===== config.mk =====
export PLATFORM = sky130hd
export DESIGN_NAME = pwm_capture_16bits
export DESIGN_NICKNAME = d
export VERILOG_FILES = /design/src/rtl/pwm_capture_16bits.sv
export SDC_FILE = /design/constraint.sdc
export NUM_CORES = 1
export LEC_CHECK = 0
export ABC_AREA = 1
export BUFFER_PORTS_ARGS = -buffer_cell sky130_fd_sc_hd__buf_2
export CORE_ASPECT_RATIO = 0.75
export CORE_UTILIZATION = 40
export CTS_BUF_LIST = sky130_fd_sc_hd__clkbuf_16
export CTS_CLUSTER_SIZE = 12
export DETAILED_ROUTE_END_ITERATION = 10
export GPL_TIMING_DRIVEN = 1
export HOLD_SLACK_MARGIN = 0.06
export PLACE_DENSITY_LB_ADDON = 0.2
export SLEW_MARGIN = 30
export SYNTH_ARGS = -nofsm -noshare
export SYNTH_HDL_FRONTEND = slang
export SYNTH_SLANG_ARGS = --single-unit
export TNS_END_PERCENT = 10

===== constraint.sdc =====
create_clock -name clk -period 2.75 [get_ports clk]
set_input_delay 0 -clock clk [delete_from_list [all_inputs] [get_ports clk]]
set_output_delay 0 -clock clk [all_outputs]
set_load 0.01 [all_outputs]

===== src/rtl/pwm_capture_16bits.sv =====
`default_nettype none
// +--------------------------------------------------------------------------+
// | Module   : pwm_capture_16bits                                            |
// | Purpose  : Measures period and high time of an asynchronous PWM input,   |
// |            with timeout reporting for static inputs.                     |
// | Revision : 1.0                                                           |
// +--------------------------------------------------------------------------+

module pwm_capture_16bits #(
  parameter int WIDTH = 16
) (
  input  logic             clk,
  input  logic             rstn,
  input  logic             enable,
  input  logic             pwm_in,
  output logic [WIDTH-1:0] period,
  output logic [WIDTH-1:0] high_time,
  output logic             ovf,
  output logic             level,
  output logic             valid
);

  localparam logic [WIDTH-1:0] C_ALL_ONES = '1;
  localparam logic [WIDTH-1:0] C_ZERO     = '0;
  localparam logic [WIDTH-1:0] C_ONE      = {{(WIDTH-1){1'b0}}, 1'b1};

  typedef enum logic [1:0] {
    IDLE      = 2'd0,
    WAIT_RISE = 2'd1,
    MEASURE   = 2'd2
  } state_t;

  state_t           r_state;
  logic             r_s1;
  logic             r_s2;
  logic             r_s3;
  logic [WIDTH-1:0] r_period_cnt;
  logic [WIDTH-1:0] r_high_cnt;

  logic             w_rise;
  logic             w_timeout;
  logic [WIDTH-1:0] w_high_inc;

  assign w_rise     = r_s2 & ~r_s3;
  assign w_timeout  = (r_period_cnt == C_ALL_ONES) & ~w_rise;
  assign w_high_inc = {{(WIDTH-1){1'b0}}, r_s2};

  always_ff @(posedge clk or negedge rstn) begin
    if (!rstn) begin
      r_s1 <= 1'b0;
      r_s2 <= 1'b0;
      r_s3 <= 1'b0;
    end else begin
      r_s1 <= pwm_in;
      r_s2 <= r_s1;
      r_s3 <= r_s2;
    end
  end

  // The timeout cycle itself closes the count, so the restarted count begins
  // at 1 and timeouts repeat every 2^WIDTH-1 cycles on a static input.
  always_ff @(posedge clk or negedge rstn) begin
    if (!rstn) begin
      r_state      <= IDLE;
      r_period_cnt <= C_ZERO;
      r_high_cnt   <= C_ZERO;
      period       <= C_ZERO;
      high_time    <= C_ZERO;
      ovf          <= 1'b0;
      level        <= 1'b0;
      valid        <= 1'b0;
    end else begin
      valid <= 1'b0;
      if (!enable) begin
        r_state      <= IDLE;
        r_period_cnt <= C_ZERO;
        r_high_cnt   <= C_ZERO;
      end else begin
        case (r_state)
          IDLE: begin
            r_state      <= WAIT_RISE;
            r_period_cnt <= C_ONE;
            r_high_cnt   <= C_ZERO;
          end
          WAIT_RISE: begin
            if (w_rise) begin
              r_state      <= MEASURE;
              r_period_cnt <= C_ONE;
              r_high_cnt   <= C_ONE;
            end else if (w_timeout) begin
              period       <= C_ALL_ONES;
              high_time    <= r_s2 ? C_ALL_ONES : C_ZERO;
              ovf          <= 1'b1;
              level        <= r_s2;
              valid        <= 1'b1;
              r_period_cnt <= C_ONE;
              r_high_cnt   <= C_ZERO;
            end else begin
              r_period_cnt <= r_period_cnt + C_ONE;
            end
          end
          MEASURE: begin
            if (w_rise) begin
              period       <= r_period_cnt;
              high_time    <= r_high_cnt;
              ovf          <= 1'b0;
              valid        <= 1'b1;
              r_period_cnt <= C_ONE;
              r_high_cnt   <= C_ONE;
            end else if (w_timeout) begin
              period       <= C_ALL_ONES;
              high_time    <= r_s2 ? C_ALL_ONES : C_ZERO;
              ovf          <= 1'b1;
              level        <= r_s2;
              valid        <= 1'b1;
              r_state      <= WAIT_RISE;
              r_period_cnt <= C_ONE;
              r_high_cnt   <= C_ZERO;
            end else begin
              r_period_cnt <= r_period_cnt + C_ONE;
              r_high_cnt   <= r_high_cnt + w_high_inc;
            end
          end
          default: begin
            r_state      <= IDLE;
            r_period_cnt <= C_ZERO;
            r_high_cnt   <= C_ZERO;
          end
        endcase
      end
    end
  end

endmodule

`default_nettype wire


Yosys cells after proc, flatten, opt, wreduce, memory -nomap -nowiden
Cells that the tools add are included.
- add/subtract/negate cells: 2
- equal/unequal tests: 8
- multiplexer cells: 33
- bitwise logic cells: 4
- reduce and logical (&&, ||, !) cells: 6
- operator list (cell ; count):
    $mux 16 ; 15
    $pmux 16 s2 ; 4
    $add 16x1->16 ; 1
    $add 16x1->16 const B ; 1
    $eq 16x16->1 const B ; 1
    $ne 3x3->1 const B ; 3
    $mux 2 ; 4
    $mux 1 ; 7
    $pmux 2 s3 ; 1
    $reduce_and 3->1 ; 2
    $ne 4x4->1 const B ; 1
    $pmux 1 s2 ; 2
    $reduce_and 4->1 ; 1
    $and 1x1->1 ; 2
    $eq 2x1->1 const B ; 1
    $eq 2x2->1 const B ; 1
    $logic_not 2->1 ; 1
    $ne 2x2->1 const B ; 1
    $not 1->1 ; 2
    $reduce_bool 2->1 ; 1
    $reduce_or 2->1 ; 1
- flip-flop bits (word level): 72
- bits of input ports: 4
- output and inout port bits: 35

Logic depth before layout (Yosys ltp)
Gate-level depths: netlist of the first run.
- word-level depth: 8
- mapped depth: 12

Worst setup path after synthesis of the first run
Ideal clock, no wire load.
- path type: reg-to-reg
- start point: register r_state[0]
- end point: register high_time[14]
- library setup time: 126 ps
- data arrival time: 1608 ps
- data required time: 2624 ps
- path slack: 1016 ps
- stages on the path, launching flop included: 12
- buffers on the path: 2
- clock period less this slack: 1734 ps
- cell sequence: dfrtp_1 > inv_1 > ha_1 > nand2_1 > inv_1 > o21ai_1 > inv_2 > nand3_2 > buf_6 > buf_4 > nand3_1 > nand3_1
- longest elaborated chain between the ends: 3
- ends and longest elaborated chain (item ; RTL line ; RTL):
    from (decl) ; 33 ; state_t r_state;
    from (signal assigned) ; 64 ; r_state <= IDLE;
    from (signal assigned) ; 75 ; r_state <= IDLE;
    from (signal assigned) ; 81 ; r_state <= WAIT_RISE;
    $eq 2x1->1 / $eq 2x2->1 (equally long branches) ; 79 ; case (r_state)
    $ne 2x2->1 (no source line) / $reduce_bool 2->1 (equally long branches) ; n/a ;
    $reduce_and 3->1 (no source line) ; n/a ;
    to (signal assigned) ; 92 ; high_time <= r_s2 ? C_ALL_ONES : C_ZERO;
    to (signal assigned) ; 105 ; high_time <= r_high_cnt;
    to (signal assigned) ; 112 ; high_time <= r_s2 ? C_ALL_ONES : C_ZERO;
    to (decl) ; 17 ; output logic [WIDTH-1:0] high_time,
Several ways; a longest one is shown, not always the timed one.
A chain may end at the register's enable or synchronous reset.

Worst setup path after layout of the first run
- start point: register r_state[1]
- end point: register r_high_cnt[4]
- longest elaborated chain between the ends: 3
- ends and longest elaborated chain (item ; RTL line ; RTL):
    $eq 2x2->1 / $eq 2x1->1 (equally long branches) ; 79 ;
    $pmux 16 s2 ; 79 ;
    $mux 16 ; 74 ; if (!enable) begin
    to (signal assigned) ; 121 ; r_high_cnt <= r_high_cnt + w_high_inc;
    to (decl) ; 38 ; logic [WIDTH-1:0] r_high_cnt;
Several ways; a longest one is shown, not always the timed one.

==> results.md, run 1 <==
- The final-stage net count is 506.
- The number of flops mapped to enable cells by yosys is 0.
- After Yosys synthesis, XOR and XNOR cells account for 2.14% of the synthesized area.
- The combinational family with the most area after synthesis is simple AND/OR/NAND/NOR gates.
- The most numerous cell type found on the critical path is inv_1.
- Summing the areas of all compound-gate instances in the mapped netlist gives 6.15% of the synthesized area.
- By area the synthesized netlist is led by dfrtp_1, nand2_1, nand3_1.
- In this run the static leakage power is 2.21 nW.
- Across the routed clock network, the largest skew measured is 0.00639 ns.
- Once layout is complete, the utilization of the core stands at 49.5%.
- The insertion delay to the later sink of the worst-skew pair is 0.33 ns.
- After global routing, the most crowded layer is met1.
- The total area inside the core boundary comes to 8670 um^2.
- The via count of the first global-routing pass was 2659.
- The placed wire-length estimate after detailed placement is 5.64 mm.
- The final setup violation count is 0.
- Global routing consumed, over all layers together, 17.6% of the routing resources.
- The detailed router placed 2948 vias in this run.
- The detail route stage leaves a number of antenna-violating nets equal to 0.
- In this run the worst path has a maximum fanout of 11.
- The library cell occupying the most area in the post-synthesis netlist is dfrtp_1.
- The clock tree from TritonCTS is yes.
- The global-route track usage on met2 is 23.6%.
- The multiplexer share of the synthesized area is 0%.
- The synthesized-area fraction occupied by adder cells is 2.72%.
- The number of different library cells in the post-synthesis netlist is 31.
- The critical path is of the reg2reg type.
- The max-cap check violation count is 0.
- The routed length per instance is 12.6 um.
- Synthesis inferred 72 register bits.
- The number of DRC markers after the initial detailed-route iteration is 198.
- The worst path needs 2.03 ns of the cycle, external delays included.
- Measured along the y axis, the die boundary spans 85.1 um.
- Of the cells placed in the final design, the portion with a size suffix greater than 1 is 19.2%.
- The worst setup path is captured at a flop.
- nand2_1 is the most common cell in the netlist.
- Setup repair after global routing left no endpoint under its margin.
- Clock tree synthesis found a total of 72 sinks.
- The depth of the CTS H-tree is 3.
- In this run the power density over the cells is 706 nW/um^2.
- The number of antenna diodes is 0.
- The routing usage on met1 is 27.3%.
- The worst-margin pin slew is 0.552 ns.
- The flow ran to the end, and the final reports show no timing, DRC or antenna violations.
- The number of hold violations in the final report was 0.
- Setup total negative slack on the finished layout was measured at 0 ns.
- The fraction of registers with async set or reset after synthesis is 100%.
- The layout overhead on the synthesized area is 16.6%.
- Among all stages on the critical path, the largest delay is contributed by dfrtp_1.
- For this block, the routed nets add up to 7.63 mm of wire.
- The net count of the mapped netlist is 461.
- The kind of cell with the highest combined delay on the critical path is simple AND/OR/NAND/NOR gates.
- Data on the critical path is required at its endpoint by 3.00 ns.
- Data arrives at the worst endpoint at 2.28 ns.
- In this run the register-to-register setup slack is 0.72 ns.
- After floorplanning, the core was divided into 29 placement rows.
- Counting tap cells, the placed design contains a total of 588 instances.
- Measured against its own limit, the worst slew margin works out to 62.9%.
- The finished layout holds 607 standard cells, fillers aside.
- The signal on the critical path passes through inv_1, ha_1, inv_1, nor3_2, o21ai_2, buf_4, nand2_1, inv_2, nor3_1.
- The number of remaining DRC errors is 0.
- Across the VDD grid, the largest voltage drop is 0.000241 V.
- The clock tree root buffer cell is clkbuf_16.
- The sum of internal, switching and leakage power is 3.03 mW.
- The initial cell density of the core is 42.4%.
- The floorplan step defined a die boundary enclosing 9590 um^2.
- The mean area per synthesized cell is 8.20 um^2.
- For this run, the leading register cell type out of synthesis is dfrtp_1.
- The number of buffers created by CTS is 9.
- The number of search-and-repair iterations in the first detailed-routing pass is 5.
- The number of warnings printed during yosys synthesis is 0.
- The number of antenna violations at the first check in global routing was 0.
- For met3 alone, demand over resource in global routing was 3.86%.
- Of the post-synthesis cell area, the dominant cell type holds 48.9%.
- In this run the tool buffered the top-level ports with 38 buffer cells.
- After clock tree synthesis, the clock-pin slew on the worst setup and hold paths is 0.06 ns.
- The cell count after synthesis is 449.
- The final-report max-slew violation count was 0.
- STA classifies the critical path startpoint as a flop.
- Counting both buffers and inverters, the worst setup path holds a total of 4.
- The fmax is 0.492 GHz.
- At the end of routability-driven placement, the weighted congestion stood at 0.846.
- For this run, the register share of the synthesized area comes to 48.9%.
- Sorting the synthesized cells by how often they occur yields nand2_1, dfrtp_1, inv_1.
- Entering global routing, the biggest net connects 36 pins.
- Global routing finished with a remaining overflow of 0.
- The worst min-delay path category is in2async.
- The number of resized instances in the post-cts repair step is 0.
- The synthesized netlist devotes 29.6% of its cell area to simple gates.
- In this run the cell area of the synthesized design comes to 3680 um^2.
- The floorplan step set the die width to 113 um.
- Using the TritonRoute via totals, the vias-per-cell ratio works out to 4.86.
- The number of top-level design ports is 39.
- The first-pass GRT wire length is 13.2 mm.
- In this design, the stage delay of the slowest critical-path cell is 0.42 ns.
- In the finished design, the share of the clock period the worst path needs comes to 73.9%.
- The buffer depth of the longest clock path is 2.
-- power breakdown --
group / internal (mW) / switching (mW) / total (mW)
registers: 1.17 / 0.0655 / 1.23
clock network: 0.711 / 0.472 / 1.18
logic: 0.228 / 0.382 / 0.610
-- sequential cells by signal (all words and copies together), names as in the netlist, 2 cells and up --
register / flops
r_period_cnt: 16
r_state: 2
high_time: 16
period: 16
r_high_cnt: 16
-- through the flow --
step	instance area, um^2	setup WS (ns)	hold WS (ns)
6_report	4290	0.719	0.127
5_1_grt	4290	0.503	0.170
4_1_cts	4290	0.712	0.129
3_5_place_dp	3960	0.733	-0.0428
3_3_place_gp	3960	0.766	-0.0433
2_1_floorplan	3680	1.02	-0.296
-- cell families (layout without fill, tap and decap cells) --
group           after synthesis  after routing
xor+xnor                      9              9
fa+ha+maj                     8              8
simple gates                228            228
flops                        72             72
compound gates               42             42
buf+inv                      90            140
-- layout by cell type, fill, tap and decap left out, types with 2 or more instances in the layout --
cell type / n
nand2_2: 2
inv_1: 66
xor2_1: 7
nor3_1: 9
nor3b_1: 2
xnor2_1: 2
ha_1: 8
buf_2: 38
nand2_1: 86
nand3_2: 12
nand2_4: 2
inv_6: 3
dlygate4sd3_1: 3
a21oi_1: 8
nor2_1: 46
clkbuf_16: 9
inv_2: 11
buf_4: 6
nand3_1: 59
nand4_1: 2
nor3_2: 2
dfrtp_1: 72
nor2_4: 3
o21ai_1: 13
o21ai_0: 16
-- final cells by class --
type | count | area (um^2)
Multi-Input combinational cell | 287 | 1500
Inverter | 77 | 289
Clock inverter | 7 | 77.6
Fill cell | 855 | 4380
Clock buffer | 9 | 225
Sequential cell | 72 | 1800
Tap cell | 108 | 135
Timing Repair Buffer | 47 | 265
-- metal layers --
| metal | up-vias | part of all wire [%] |
|---|---|---|
| met3 | 7 | 4.4 |
| met2 | 64 | 39 |
| met5 | - | 0 |
| met4 | 0 | 1.2 |
| met1 | 1360 | 55 |
| li1 | 1517 | - |
-- final timing paths --
kind	startpoint	cells after the start	endpoint
min in group clk	pwm_in	2	r_s1$_DFF_PN0_
worst max register to register	r_state[1]$_DFFE_PN0P_	9	r_high_cnt[4]$_DFFE_PN0P_
max in group asynchronous	rstn	3	high_time[15]$_DFFE_PN0P_
worst min-delay path	rstn	2	period[3]$_DFFE_PN0P_
worst max-delay path	r_state[1]$_DFFE_PN0P_	9	r_high_cnt[4]$_DFFE_PN0P_
worst min register to register	r_s1$_DFF_PN0_	0	r_s2$_DFF_PN0_
-- repair_timing --
item / 4_1_cts / 5_1_grt
hold endpoints to repair: 43 / 0
setup endpoints to repair: 0 / 0
hold buffers: 3 / 0
setup buffers: 0 / 0
Power figures use the tool's default switching activity.
==> run 2, diff against run 1 <==
--- a/config.mk
+++ b/config.mk
@@ -5,7 +5,7 @@
 export SDC_FILE = /design/constraint.sdc
 export NUM_CORES = 1
 export LEC_CHECK = 0
-export ABC_AREA = 1
+export ABC_AREA = 0
 export BUFFER_PORTS_ARGS = -buffer_cell sky130_fd_sc_hd__buf_2
 export CORE_ASPECT_RATIO = 0.75
 export CORE_UTILIZATION = 40
==> constraint.sdc (replaced) <==
create_clock -name clk -period 1.64 [get_ports clk]
set_input_delay 0 -clock clk [delete_from_list [all_inputs] [get_ports clk]]
set_output_delay 0 -clock clk [all_outputs]
set_load 0.01 [all_outputs]
==> results.md, run 2 <==
- The worst-case headroom to the max-slew limit was 57.3% (was 62.9%).
- The number of antenna violations at the first check in global routing is 0 (unchanged).
- The number of remaining DRC errors is 0 (unchanged).
- The clock tree root buffer cell is clkbuf_16 (unchanged).
- The number of buffers added on ports is 38 (unchanged).
- The via total after detailed routing is 2809 (was 2948).
- The kind of end point of the critical path was a flop (unchanged).
- Most used cells in the layout excluding fill and tap cells: buf_4, dfrtp_1, buf_2 (was nand2_1, dfrtp_1, inv_1).
- The setup slack on the worst flop-to-flop path is -0.18 ns (was 0.72 ns).
- The placed wire-length estimate after detailed placement is 5.89 mm (was 5.64 mm).
- The remaining global-route overflow was 0 (unchanged).
- The number of different library cells in the post-synthesis netlist is 50 (was 31).
- The final-stage net count was 436 (was 506).
- The number of hold violations in the final report came to 0 (unchanged).
- The non-filler instance count after layout is 534 (was 607).
- The synthesis-stage register bit count is 72 (unchanged).
- The checks that failed: setup timing.
- The total negative slack is -6.12 ns (was 0 ns).
- The endpoint of the most critical register-to-register path was r_period_cnt[15]$_DFF_PN0_ (was r_high_cnt[4]$_DFFE_PN0P_).
- The die area is 8740 um^2 (was 9590 um^2).
- The largest fanout on the critical path is 15 (was 11).
- The number of instances in the placed design came to 508 (was 588).
- The final setup violation count was 58 (was 0).
- The library cell occupying the most area in the post-synthesis netlist is dfrtp_1 (unchanged).
- The routed length per instance is 15.6 um (was 12.6 um).
- The number of clock sinks is 72 (unchanged).
- The worst-margin pin slew is 0.641 ns (was 0.552 ns).
- The final worst-path cycle share is 111% (was 73.9%).
- The area taken by flip-flops and latches is 1800 um^2 (unchanged).
- The total number of placement rows is 28 (was 29).
- The register area share after synthesis is 53.9% (was 48.9%).
- The initial cell density of the core is 41.9% (was 42.4%).
- The share of the synthesized area in the top cell type came to 53.9% (was 48.9%).
- The power density over the cells is 1130 nW/um^2 (was 706 nW/um^2).
- The routability congestion estimate from global placement is 0.800 (was 0.846).
- The fmax is 0.548 GHz (was 0.492 GHz).
- The final critical-path required period is 1.82 ns (was 2.03 ns).
- Result of the run: complete, but fails checks (was finished, final reports clean).
- Top cells by count, synth: dfrtp_1, nand2_1, nor2_1 (was nand2_1, dfrtp_1, inv_1).
- The depth of the CTS H-tree is 3 (unchanged).
- The reg-to-reg startpoint is r_period_cnt[1]$_DFF_PN0_ (was r_state[1]$_DFFE_PN0P_).
- The number of warnings printed during yosys synthesis is 0 (unchanged).
- The instance area after placement came to 4260 um^2 (was 3960 um^2).
- The worst min-delay path category is in2async (unchanged).
- Leading post-synthesis cells by cell area: dfrtp_1, a221o_1, o22a_1 (was dfrtp_1, nand2_1, nand3_1).
- The static leakage is 2.34 nW (was 2.21 nW).
- The number of search-and-repair iterations in the first detailed-routing pass is 4 (was 5).
- The commonest non-fill, non-tap cell in the layout is buf_4 (was nand2_1).
- The die span in y is 81.2 um (was 85.1 um).
- The core region area is 7990 um^2 (was 8670 um^2).
- The insertion delay to the later sink of the worst-skew pair was 0.34 ns (was 0.33 ns).
- The net count of the mapped netlist is 309 (was 461).
- The routed wire length is 8.31 mm (was 7.63 mm).
- The number of DRC markers after the initial detailed-route iteration was 141 (was 198).
- The fraction of registers with async set or reset after synthesis is 100% (unchanged).
- The die width is 108 um (was 113 um).
- The number of antenna diodes is 0 (unchanged).
- The start-to-end type of the worst setup path is reg2reg (unchanged).
- The layout overhead on the synthesized area is 45.9% (was 16.6%).
- The total routing resource utilization after global routing is 20.6% (was 17.6%).
- The final non-filler cell area is 4880 um^2 (was 4290 um^2).
- The buffer depth of the longest clock path came to 2 (unchanged).
- The area of the multi-input gates was 1650 um^2 (was 1500 um^2).
- The summed instance area of the synthesized netlist is 3350 um^2 (was 3680 um^2).
- The depth of the worst register-to-register path came to 7 (was 9).
- The maximum number of pins on one net before global-route repair came to 34 (was 36).
- The worst hold-check slack is 0.223 ns (was 0.127 ns).
- The most common flop cell mapped by yosys was dfrtp_1 (unchanged).
- The clock tree from TritonCTS was yes (unchanged).
- The final-report max-slew violation count was 0 (unchanged).
- The most common cell in the netlist is dfrtp_1 (was nand2_1).
- The clock slew seen by the registers of the worst setup and hold paths is 0.06 ns (about the same).
- The mean area per synthesized cell is 11.3 um^2 (was 8.20 um^2).
- The required arrival time at the worst endpoint was 1.90 ns (was 3.00 ns).
- The endpoint arrival time on the critical path came to 2.09 ns (was 2.28 ns).
- The worst setup slack after layout came to -0.185 ns (was 0.719 ns).
- The cell count after synthesis is 297 (was 449).
- The number of buffers created by CTS was 9 (unchanged).
- The number of flops mapped to enable cells by yosys is 0 (unchanged).
- The kind of launch point of the worst setup path is a flop (unchanged).
- The maximum VDD drop came to 0.000658 V (was 0.000241 V).
- The first-pass GRT wire length is 13.4 mm (was 13.2 mm).
- The number of filler instances in the final layout is 675 (was 855).
- The launch point of the critical path is r_period_cnt[1]$_DFF_PN0_ (was r_state[1]$_DFFE_PN0P_).
- The number of top-level design ports is 39 (unchanged).
- The worst clock skew is 0.00903 ns (was 0.00639 ns).
- The number of nets still failing antenna checks after routing was 0 (unchanged).
- Unrepaired setup endpoints after global routing: true (was false).
- The fraction of layout cells with a size suffix above 1 is 45.5% (was 19.2%).
- The number of vias per cell was 5.26 (was 4.86).
- The via count of the first global-routing pass is 2756 (was 2659).
- The max-cap check violation count came to 0 (unchanged).
run 2: kinds of logic (layout without fill, tap and decap cells):
kind of cell	Yosys count	in the layout	synth area share, %
AOI/OAI and AO/OA	73	73	16.7
xor gates and xnor gates	15	15	3.93
adders and majority gates	8	8	2.99
buffers and inverters	22	154	4.08
DFF	72	72	53.9
muxes	1	1	0.299
and+or+nand+nor	106	106	18.1
run 2: repair_timing:
item / CTS / global route
buffers inserted: 2 / 5
resized for setup: 19 / 34
hold endpoints to repair: 27 / 0
hold buffers: 3 / 0
pin swaps: 7 / 8
setup endpoints to repair: 66 / 68
run 2: how the worst max path moves through the flow:
stage,endpoint,cells after the start
after floorplan,r_high_cnt[11]$_DFFE_PN0P_,9
after global placement,r_high_cnt[13]$_DFFE_PN0P_,7
after detailed placement,r_high_cnt[13]$_DFFE_PN0P_,7
after CTS,r_high_cnt[13]$_DFFE_PN0P_,7
after global routing,r_high_cnt[7]$_DFFE_PN0P_,6
final,r_period_cnt[15]$_DFF_PN0_,7
run 2: critical path, cell delays in order (launching register included):
cell and delay (ns):
dfrtp_1 0.39, ha_2 0.21, nand3_4 0.09, nor3_2 0.04, buf_4 0.16, and2_4 0.17
or4_4 0.54, nor2_1 0.15
run 2: cell type report:
cell class | count | area share, %
clock inverters | 7 | 1.79
clock buffers | 9 | 4.61
multi-input cells | 203 | 33.8
repair buffers | 130 | 19.5
well taps | 105 | 2.69
inverters | 8 | 0.615
flip-flops and latches | 72 | 36.9
run 2: routing by layer:
metal	vias to the layer above	wire length [um]	track usage [%]
li1	1358	-	-
met3	11	331	5.54
met4	0	113	8.49
met1	1387	4140	28.7
met2	53	3720	30.4
met5	-	0	0
run 2: report_power, final:
group / internal (mW) / leakage (nW) / switching [mW]
Combinational: 0.714 / 1.20 / 0.709
Clock: 1.32 / 0.152 / 0.730
Sequential: 1.96 / 0.989 / 0.102
run 2: through the flow:
stage          setup slack (ns)  utilization, %  total power [mW]
6_report                 -0.185            61.1              5.53
5_1_grt                  -0.258            61.1              5.80
4_1_cts                  -0.188            58.6              5.46
3_5_place_dp             -0.289            53.4              3.31
3_3_place_gp             -0.270            53.4              3.27
2_1_floorplan            -0.243               -              2.74
